==> src/rtl/stim_pkg.sv <==
// Shared types for the stimulus sequencer: run modes, FSM states, Gray helper.
package stim_pkg;

    typedef enum logic [1:0] {
        MODE_COUNT = 2'd0,
        MODE_GRAY  = 2'd1,
        MODE_WALK1 = 2'd2,
        MODE_LFSR  = 2'd3
    } mode_e;

    typedef enum logic [1:0] {
        S_IDLE  = 2'd0,
        S_DRIVE = 2'd1,
        S_GAP   = 2'd2,
        S_FIN   = 2'd3
    } state_e;

    // Binary-reflected Gray code of a (zero-extended) binary value.
    function automatic logic [31:0] bin2gray(input logic [31:0] b);
        return b ^ (b >> 1);
    endfunction

endpackage

==> src/rtl/stim_sequencer_if.sv <==
// Vector handshake bundle between the sequencer (master) and the consumer (slave).
interface stim_sequencer_if #(
    parameter int WIDTH = 5
) ();

    logic [WIDTH-1:0] stim;
    logic             stim_valid;
    logic             stim_ready;
    logic [WIDTH:0]   vec_idx;

    modport master (
        output stim,
        output stim_valid,
        output vec_idx,
        input  stim_ready
    );

    modport slave (
        input  stim,
        input  stim_valid,
        input  vec_idx,
        output stim_ready
    );

endinterface

==> src/rtl/stim_lfsr.sv <==
// Fibonacci LFSR: shifts left, new LSB is the parity of the tapped bits.
// A zero seed is replaced by 1 so the register never locks up.
module stim_lfsr #(
    parameter int               WIDTH     = 5,
    parameter logic [WIDTH-1:0] LFSR_POLY = 5'b10100
) (
    input  logic             clk,
    input  logic             rst,
    input  logic             load,
    input  logic [WIDTH-1:0] seed,
    input  logic             step,
    output logic [WIDTH-1:0] q
);

    logic [WIDTH-1:0] q_q;
    logic [WIDTH-1:0] q_d;

    // Next state: load has priority over step.
    always_comb begin
        q_d = q_q;
        if (load) begin
            q_d = (seed == '0) ? {{(WIDTH-1){1'b0}}, 1'b1} : seed;
        end else if (step) begin
            q_d = {q_q[WIDTH-2:0], ^(q_q & LFSR_POLY)};
        end
    end

    // State register with asynchronous clear.
    always_ff @(posedge clk or posedge rst) begin
        if (rst) q_q <= '0;
        else     q_q <= q_d;
    end

    assign q = q_q;

endmodule

==> src/rtl/stim_sequencer.sv <==
// Stimulus sequencer: emits COUNT / GRAY / WALK1 / LFSR vector runs on a
// valid/ready handshake with a programmable idle gap between transfers.
module stim_sequencer
    import stim_pkg::*;
#(
    parameter int               WIDTH     = 5,
    parameter int               HOLD_W    = 8,
    parameter logic [WIDTH-1:0] LFSR_POLY = 5'b10100
) (
    input  logic              clk,
    input  logic              rst,
    input  logic              start,
    input  logic [1:0]        mode,
    input  logic [HOLD_W-1:0] hold,
    input  logic [WIDTH-1:0]  seed,
    output logic              busy,
    output logic              done,
    stim_sequencer_if.master  bus
);

    state_e            state_q, state_d;
    mode_e             mode_q,  mode_d;
    logic [HOLD_W-1:0] hold_q,  hold_d;
    logic [HOLD_W-1:0] gap_q,   gap_d;
    logic [WIDTH:0]    idx_q,   idx_d;
    logic [WIDTH-1:0]  cnt_q,   cnt_d;
    logic [WIDTH-1:0]  walk_q,  walk_d;
    logic [WIDTH:0]    last_idx;
    logic [WIDTH-1:0]  lfsr_q;
    logic [WIDTH-1:0]  gray_w;
    logic              load_run;
    logic              advance;

    // Index of the final vector for the captured mode (N-1).
    always_comb begin
        case (mode_q)
            MODE_COUNT, MODE_GRAY: last_idx = {1'b0, {WIDTH{1'b1}}};
            MODE_WALK1:            last_idx = (WIDTH+1)'(WIDTH-1);
            default:               last_idx = {1'b0, {(WIDTH-1){1'b1}}, 1'b0};
        endcase
    end

    // Run control: capture on start, step vectors on transfer, time the gap.
    always_comb begin
        state_d  = state_q;
        mode_d   = mode_q;
        hold_d   = hold_q;
        gap_d    = gap_q;
        idx_d    = idx_q;
        load_run = 1'b0;
        advance  = 1'b0;
        case (state_q)
            S_IDLE: begin
                if (start) begin
                    state_d  = S_DRIVE;
                    mode_d   = mode_e'(mode);
                    hold_d   = hold;
                    idx_d    = '0;
                    load_run = 1'b1;
                end
            end
            S_DRIVE: begin
                if (bus.stim_ready) begin
                    if (idx_q == last_idx) begin
                        state_d = S_FIN;
                    end else begin
                        // The vector steps on the transfer itself; during a
                        // gap valid is low so the early change is invisible.
                        advance = 1'b1;
                        idx_d   = idx_q + 1'b1;
                        if (hold_q != '0) begin
                            state_d = S_GAP;
                            gap_d   = hold_q;
                        end
                    end
                end
            end
            S_GAP: begin
                if (gap_q == HOLD_W'(1)) state_d = S_DRIVE;
                else                     gap_d   = gap_q - 1'b1;
            end
            S_FIN:   state_d = S_IDLE;
            default: state_d = S_IDLE;
        endcase
    end

    // Vector generators for the counting and walking modes.
    always_comb begin
        cnt_d  = cnt_q;
        walk_d = walk_q;
        if (load_run) begin
            cnt_d  = '0;
            walk_d = {{(WIDTH-1){1'b0}}, 1'b1};
        end else if (advance) begin
            cnt_d  = cnt_q + 1'b1;
            walk_d = walk_q << 1;
        end
    end

    // All state clears asynchronously, so outputs drop to 0 without a clock.
    always_ff @(posedge clk or posedge rst) begin
        if (rst) begin
            state_q <= S_IDLE;
            mode_q  <= MODE_COUNT;
            hold_q  <= '0;
            gap_q   <= '0;
            idx_q   <= '0;
            cnt_q   <= '0;
            walk_q  <= '0;
        end else begin
            state_q <= state_d;
            mode_q  <= mode_d;
            hold_q  <= hold_d;
            gap_q   <= gap_d;
            idx_q   <= idx_d;
            cnt_q   <= cnt_d;
            walk_q  <= walk_d;
        end
    end

    stim_lfsr #(
        .WIDTH     (WIDTH),
        .LFSR_POLY (LFSR_POLY)
    ) u_lfsr (
        .clk  (clk),
        .rst  (rst),
        .load (load_run),
        .seed (seed),
        .step (advance),
        .q    (lfsr_q)
    );

    assign gray_w = WIDTH'(bin2gray(32'(cnt_q)));

    // Output vector selected by the captured mode.
    always_comb begin
        case (mode_q)
            MODE_COUNT: bus.stim = cnt_q;
            MODE_GRAY:  bus.stim = gray_w;
            MODE_WALK1: bus.stim = walk_q;
            default:    bus.stim = lfsr_q;
        endcase
    end

    assign bus.stim_valid = (state_q == S_DRIVE);
    assign bus.vec_idx    = idx_q;
    assign busy           = (state_q == S_DRIVE) || (state_q == S_GAP);
    assign done           = (state_q == S_FIN);

endmodule

==> src/flat_wrapper.sv <==
// flat-port wrapper written by rule: the top's interface ports become plain ports
module stim_sequencer_flat import stim_pkg::*;
#(
    parameter int               WIDTH     = 5,
    parameter int               HOLD_W    = 8,
    parameter logic [WIDTH-1:0] LFSR_POLY = 5'b10100
)
  (clk, rst, start, mode, hold, seed, busy, done, bus_stim, bus_stim_valid, bus_vec_idx, bus_stim_ready);
  stim_sequencer_if #(.WIDTH(WIDTH)) bus_i ();
  input  logic clk;
  input  logic rst;
  input  logic start;
  input  logic [1:0] mode;
  input  logic [HOLD_W-1:0] hold;
  input  logic [WIDTH-1:0] seed;
  output logic busy;
  output logic done;
  output wire logic [$bits(bus_i.stim)-1:0] bus_stim;
  output wire logic [$bits(bus_i.stim_valid)-1:0] bus_stim_valid;
  output wire logic [$bits(bus_i.vec_idx)-1:0] bus_vec_idx;
  input wire logic [$bits(bus_i.stim_ready)-1:0] bus_stim_ready;
  assign bus_stim = bus_i.stim;
  assign bus_stim_valid = bus_i.stim_valid;
  assign bus_vec_idx = bus_i.vec_idx;
  assign bus_i.stim_ready = bus_stim_ready;
  stim_sequencer #(.WIDTH(WIDTH), .HOLD_W(HOLD_W), .LFSR_POLY(LFSR_POLY)) u_core (.clk(clk), .rst(rst), .start(start), .mode(mode), .hold(hold), .seed(seed), .busy(busy), .done(done), .bus(bus_i));
endmodule
==> config.mk <==
export PLATFORM = sky130hd
export DESIGN_NAME = stim_sequencer_flat
export DESIGN_NICKNAME = d
export VERILOG_FILES = /design/src/rtl/stim_pkg.sv /design/src/rtl/stim_sequencer_if.sv /design/src/rtl/stim_lfsr.sv /design/src/rtl/stim_sequencer.sv /design/src/flat_wrapper.sv
export SDC_FILE = /design/constraint.sdc
export NUM_CORES = 1
export LEC_CHECK = 0
export CORE_ASPECT_RATIO = 0.7
export CORE_MARGIN = 2
export CORE_UTILIZATION = 45
export CTS_BUF_LIST = sky130_fd_sc_hd__clkbuf_16
export CTS_CLUSTER_DIAMETER = 40
export DETAILED_ROUTE_END_ITERATION = 8
export PLACE_DENSITY = 0.67
export RECOVER_POWER = 100
export SYNTH_ARGS = -nofsm -noshare
export SYNTH_HDL_FRONTEND = slang
export SYNTH_HIERARCHICAL = 1
export SYNTH_SLANG_ARGS = --single-unit
==> constraint.sdc <==
create_clock -name clk -period 3.2 [get_ports clk]
set_input_delay 0.64 -clock clk [delete_from_list [all_inputs] [get_ports clk]]
set_output_delay 0.64 -clock clk [all_outputs]
set_load 0.02 [all_outputs]
After elaboration in Yosys (flattened, before gate mapping)
Cells that the tools add are included.

operators by class
  muxes and demuxes = 29
  $lt $le $gt $ge = 0
  reductions and logical operators = 14
  shift-type cells = 0
  multipliers = 0
  add/subtract/negate cells = 3
  equality and inequality tests = 14
  div/mod/pow operators = 0
  bitwise logic cells = 1

operator list
  kind                                                                      number
  5-bit 2-to-1 mux                                                          7
  8-bit 2-to-1 mux                                                          4
  6-bit 2-to-1 mux                                                          3
  8-bit one-hot mux with 2 select lines                                     1
  5-bit one-hot mux with 3 select lines                                     1
  6-bit one-hot mux with 2 select lines                                     1
  2-bit 2-to-1 mux                                                          5
  5-bit one-hot mux with 2 select lines                                     1
  8-bit by 1-bit equality test with 1-bit output (second input constant)    1
  2-bit one-hot mux with 4 select lines                                     1
  4-bit AND reduction                                                       2
  8-bit nonzero test                                                        1
  8-bit by 1-bit subtractor with 8-bit output (second input constant)       1
  6-bit by 1-bit adder with 6-bit output (second input constant)            1
  2-bit equality test (second input constant)                               3
  6-bit by 5-bit equality test with 1-bit output                            1
  2-bit by 1-bit inequality test with 1-bit output (second input constant)  3
  2-bit inequality test (second input constant)                             3
  2-bit nonzero test                                                        3
  5-bit by 1-bit adder with 5-bit output (second input constant)            1
  5-bit zero test                                                           1
  1-bit 2-to-1 mux                                                          5
  5-bit AND reduction                                                       1
  5-bit parity                                                              1
  7 further kinds                                                           9

storage, ports and cells
  memory bits (writable) = 0
  memories kept = 0
  ROM bits = 0
  output and inout port bits = 14
  bits in latches = 0
  flip-flop bits (word level) = 41
  input bits = 19

Depth between registers and ports, before layout
  word-level depth = 9
  gate-level depth with buffers = 9
  gate-level depth less buffers = 7

By module
The synthesis kept the hierarchy.

modules (own cells, without submodules)
  module          seq. area each (µm²)  instances  cells an instance  area an instance (µm²)
  stim_sequencer  900.9                 1          232                2184.6
  stim_lfsr       125.1                 1          25                 254.0

Worst setup path after synthesis
No wires, ideal clock.

  path type = reg2reg
  from = register u_core.state_q[1]
  to = register u_core.u_lfsr.q_q[0], in the netlist u_core/u_lfsr/q[0]
  stages on the path, launching flop included = 10
  path buffers = 2
  slack = 0.959 ns
  arrival = 2.116 ns
  data required time = 3.075 ns
  library setup time = 0.125 ns
  clock period less this slack = 2.241 ns
  path through = dfrtp_1 -> inv_1 -> ha_1 -> nand2_1 -> nor3_2 -> or3_1 -> buf_2 -> buf_4 -> mux2i_1 -> o21ai_1

between the ends
  word-level cells in the longest chain between the ends = 3
  elaborated cells between the ends (all ways) = 6
  those cells by class = eq/ne (1); mux (3); reduce/logical (2)

RTL lines
  element                                         line                   text
  start, declared                                 stim_sequencer.sv:21   state_e state_q, state_d;
  start signal, assigned                          stim_sequencer.sv:111  state_q <= state_d;
  2-bit by 1-bit equality test with 1-bit output  --
  named net bus_stim_valid                        flat_wrapper.sv:19     output wire logic [$bits(bus_i.stim_valid)-1:0] bus_stim_valid;
  1-bit 2-to-1 mux                                stim_sequencer.sv:52   case (state_q)
  named net u_core.advance                        stim_sequencer.sv:32   logic advance;
  2-bit nonzero test (no source line)             --
  end signal, assigned                            stim_lfsr.sv:31        else q_q <= q_d;
  end, declared                                   stim_lfsr.sv:15        logic [WIDTH-1:0] q_q;

The timed path passes the listed nets, and every way through them passes these cells.
A chain may end at the register's enable or synchronous reset.

Worst setup path after layout
  from = register u_core.cnt_q[0]
  to = output bus_stim[0]

between the ends
  word-level cells in the longest chain between the ends = 2

RTL lines
  element                                       line                   text
  start, declared                               stim_sequencer.sv:26   logic [WIDTH-1:0] cnt_q, cnt_d;
  start signal, assigned                        stim_sequencer.sv:116  cnt_q <= cnt_d;
  5-bit by 4-bit bitwise XOR with 5-bit output  stim_pkg.sv:20         return b ^ (b >> 1);
  5-bit one-hot mux with 3 select lines *       stim_sequencer.sv:137  case (mode_q)
  end, declared                                 flat_wrapper.sv:18     output wire logic [$bits(bus_i.stim)-1:0] bus_stim;

Every way passes the cells marked *; elsewhere a longest branch is shown, timed or not.

==> results.yml <==
clock_network:
  numClockSinks: 41
  cts_htree_levels: 2
  hold_buffers: 0
  clk_pin_slew_ps: 60
  cts_tree: "yes"
  cts_setup_buffers: 0
  cts-buffers-inserted: 5
  clock_latency_ps: 280
  cts_root_buffer: "clkbuf_16"
  clockBufferDepth: 2
  ctsResizeCount: 0
timing:
  maxSlewViolCount: 0
  fmax_ghz: 0.352
  fin_crit_ps: 2840
  fin_skew_ps: 3.13
  worstMarginPinSlew_ps: 919
  fin_crit_sh_pct: 88.9
  grt_setup_unrepaired: "false"
  tns_ps: 0
  setup_viol: 0
  hold_viol_final: 0
  finalHoldWorstSlack_ps: 508
  max-slew-margin-rel_pct: 38.7
yosys:
  syn_inst: 257
  ys_types: 49
  syn-num-nets: 286
  syn_area_um2: 2440
  synth_area_leaders: "dfrtp_1 (42%), mux2i_1 (7.4%), nand2_1 (7.4%), ha_1 (5.1%), mux4_1 (3.2%)"
  yosys.area.top_type: "dfrtp_1"
  synth_most_common_cell: "nand2_1"
  synthFlopType: "dfrtp_1"
  synth.avg_cell_area_um2: 9.49
  synth_edf_count: 0
  yosys_warnings: 6
  synth_top_area_share_pct: 42.1
  ys_seq_area_share_pct: 42.1
  synth-seq-cells: 41
  async_reset_ff_share_pct: 100
  ys_top_cells_by_count: "nand2_1 (48), dfrtp_1 (41), nor2_1 (21)"
global_routing:
  use_met3_pct: 3.78
  grt_pass1_vias: 1859
  grtUsageMet1_pct: 30.8
  antenna_found_initial: 0
  grtUsageTotal_pct: 19.5
  grt_pass1_wl_um: 9230
  grt_overflow: 0
  grt_start_max_net_pins: 37
  grt_busiest_layer: "met1"
  met2_usage_pct: 27.0
final_layout:
  multi_input_area_um2: 1270
  syn_to_final_growth_pct: 19.9
  final_nets: 321
  final_area_um2: 2920
  antennaDiodeCount: 0
  seq_area_um2: 1030
  nFillCells: 495
  fin_util_pct: 55.9
  drive_gt1_share_pct: 5.46
critical_path:
  crit_type: "flop to output pin"
  reg2reg_depth: 6
  cp_data_arrival_time_ps: 2200
  cp_max_fo: 4
  critPathLaunchType: "flop"
  crit_required_ps: 2560
  endpoint_kind: "output pin"
floorplan:
  die_area_um2: 6030
  core_um2: 5230
  start_util_pct: 46.6
  die_w_um: 92.0
  die_y_um: 65.6
  rows: 22
  io_pins: 33
run:
  maxCapViolCount: 0
place:
  port_buffers: 32
  dpl_cell_area_um2: 2830
  place.gp.congestion: 0.769
  dp_hpwl_um: 3690
pwr:
  p_per_area_nw_per_um2: 353
  ir_worst_vdd_uv: 212
  finalPower_mw: 1.03
  p_leak_nw: 1.38
drt:
  vias: 1950
  drt-vias-per-instance: 5.34
  drc_errors: 0
  dr.pass1.iters: 4
  antenna_left: 0
  finalWirelength_um: 5260
  wl_per_cell_um: 14.4
  dr.first_iter.drc_count: 115
status:
  status: "completed"
min_path:
  min_path_type: "flop to flop"
  hold_depth: 2
sequential cells by signal, indices dropped and copies added, names as in the netlist:
register	cells
u_core/bus.vec_idx	6
u_core/mode_q	2
u_core/state_q	2
u_core/hold_q	8
u_core/cnt_q	5
u_core/walk_q	5
u_core/u_lfsr/q	5
u_core/gap_q	8
cells in the final DEF (no fill, tap or decap), types with 2 or more instances in the layout:
| cell type | n |
|---|---|
| ha_1 | 10 |
| dlygate4sd3_1 | 17 |
| nor2_1 | 21 |
| mux2i_1 | 18 |
| nor2b_1 | 5 |
| a31oi_1 | 4 |
| nand3_1 | 5 |
| or3_1 | 2 |
| buf_4 | 3 |
| clkinv_2 | 2 |
| nor3_1 | 12 |
| inv_1 | 12 |
| nor4_1 | 3 |
| clkbuf_16 | 5 |
| mux4_1 | 3 |
| nand2b_1 | 6 |
| o22a_1 | 6 |
| clkbuf_1 | 3 |
| nand2_1 | 48 |
| dfrtp_1 | 41 |
| a21oi_1 | 5 |
| o21ai_0 | 16 |
| o31ai_1 | 2 |
| clkdlybuf4s50_1 | 15 |
| a211oi_1 | 2 |
| xnor2_1 | 4 |
worst paths after layout:
path | startpoint | to | slack, ps
min in group asynchronous | rst | u_core/u_lfsr/q[1]$_DFFE_PP0P_ | 720
max in group asynchronous | rst | u_core/cnt_q[0]$_DFFE_PP0P_ | 1520
min reg2reg | u_core/hold_q[4]$_DFFE_PP0P_ | u_core/hold_q[4]$_DFFE_PP0P_ | 510
max | u_core/cnt_q[0]$_DFFE_PP0P_ | bus_stim[0] | 360
min | u_core/hold_q[4]$_DFFE_PP0P_ | u_core/hold_q[4]$_DFFE_PP0P_ | 510
max reg2reg | u_core/state_q[0]$_DFFE_PP0P_ | u_core/gap_q[1]$_DFFE_PP0P_ | 670
metrics by stage:
stage	setup WS [ps]	std cells
after floorplan	959	257
after global placement	689	357
after detailed placement	643	357
after CTS	450	365
after global routing	296	365
final	356	365
power breakdown:
part / switching [mW] / internal [mW]
registers: 0 / 0.519
clock network: 0.196 / 0.283
logic: 0.0142 / 0.0194
area by class of cell:
cell class              count  share of cell area (%)
multi-input cells         194                    43.4
flip-flops and latches     41                    35.1
repair buffers             39                    12.3
clock buffers               5                    4.28
well taps                  72                    3.08
inverters                  11                    1.41
clock inverters             3                   0.471
routing by layer:
metal	share of wire [%]	wire length, µm	vias up
met5	0	0	-
met4	1.0	53	0
met3	4.3	227	6
met2	40	2120	55
met1	54	2860	918
li1	-	-	971
critical path: stages, from the launching register on:
cell	delay, ps
dfrtp_1	430
ha_1	320
mux4_1	510
dlygate4sd3_1	670
cells by family (layout without fill, tap and decap cells):
logic type,count (synthesis),count (layout),share of synthesized area (%)
compound gates,45,45,13.1
fa+ha+maj,10,10,5.13
flops,41,41,42.1
xor+xnor,6,6,2.46
buf+inv,22,58,4.67
mux,22,22,11.2
simple gates,111,111,21.3
Note: power is estimated with default switching activity, not from simulation.
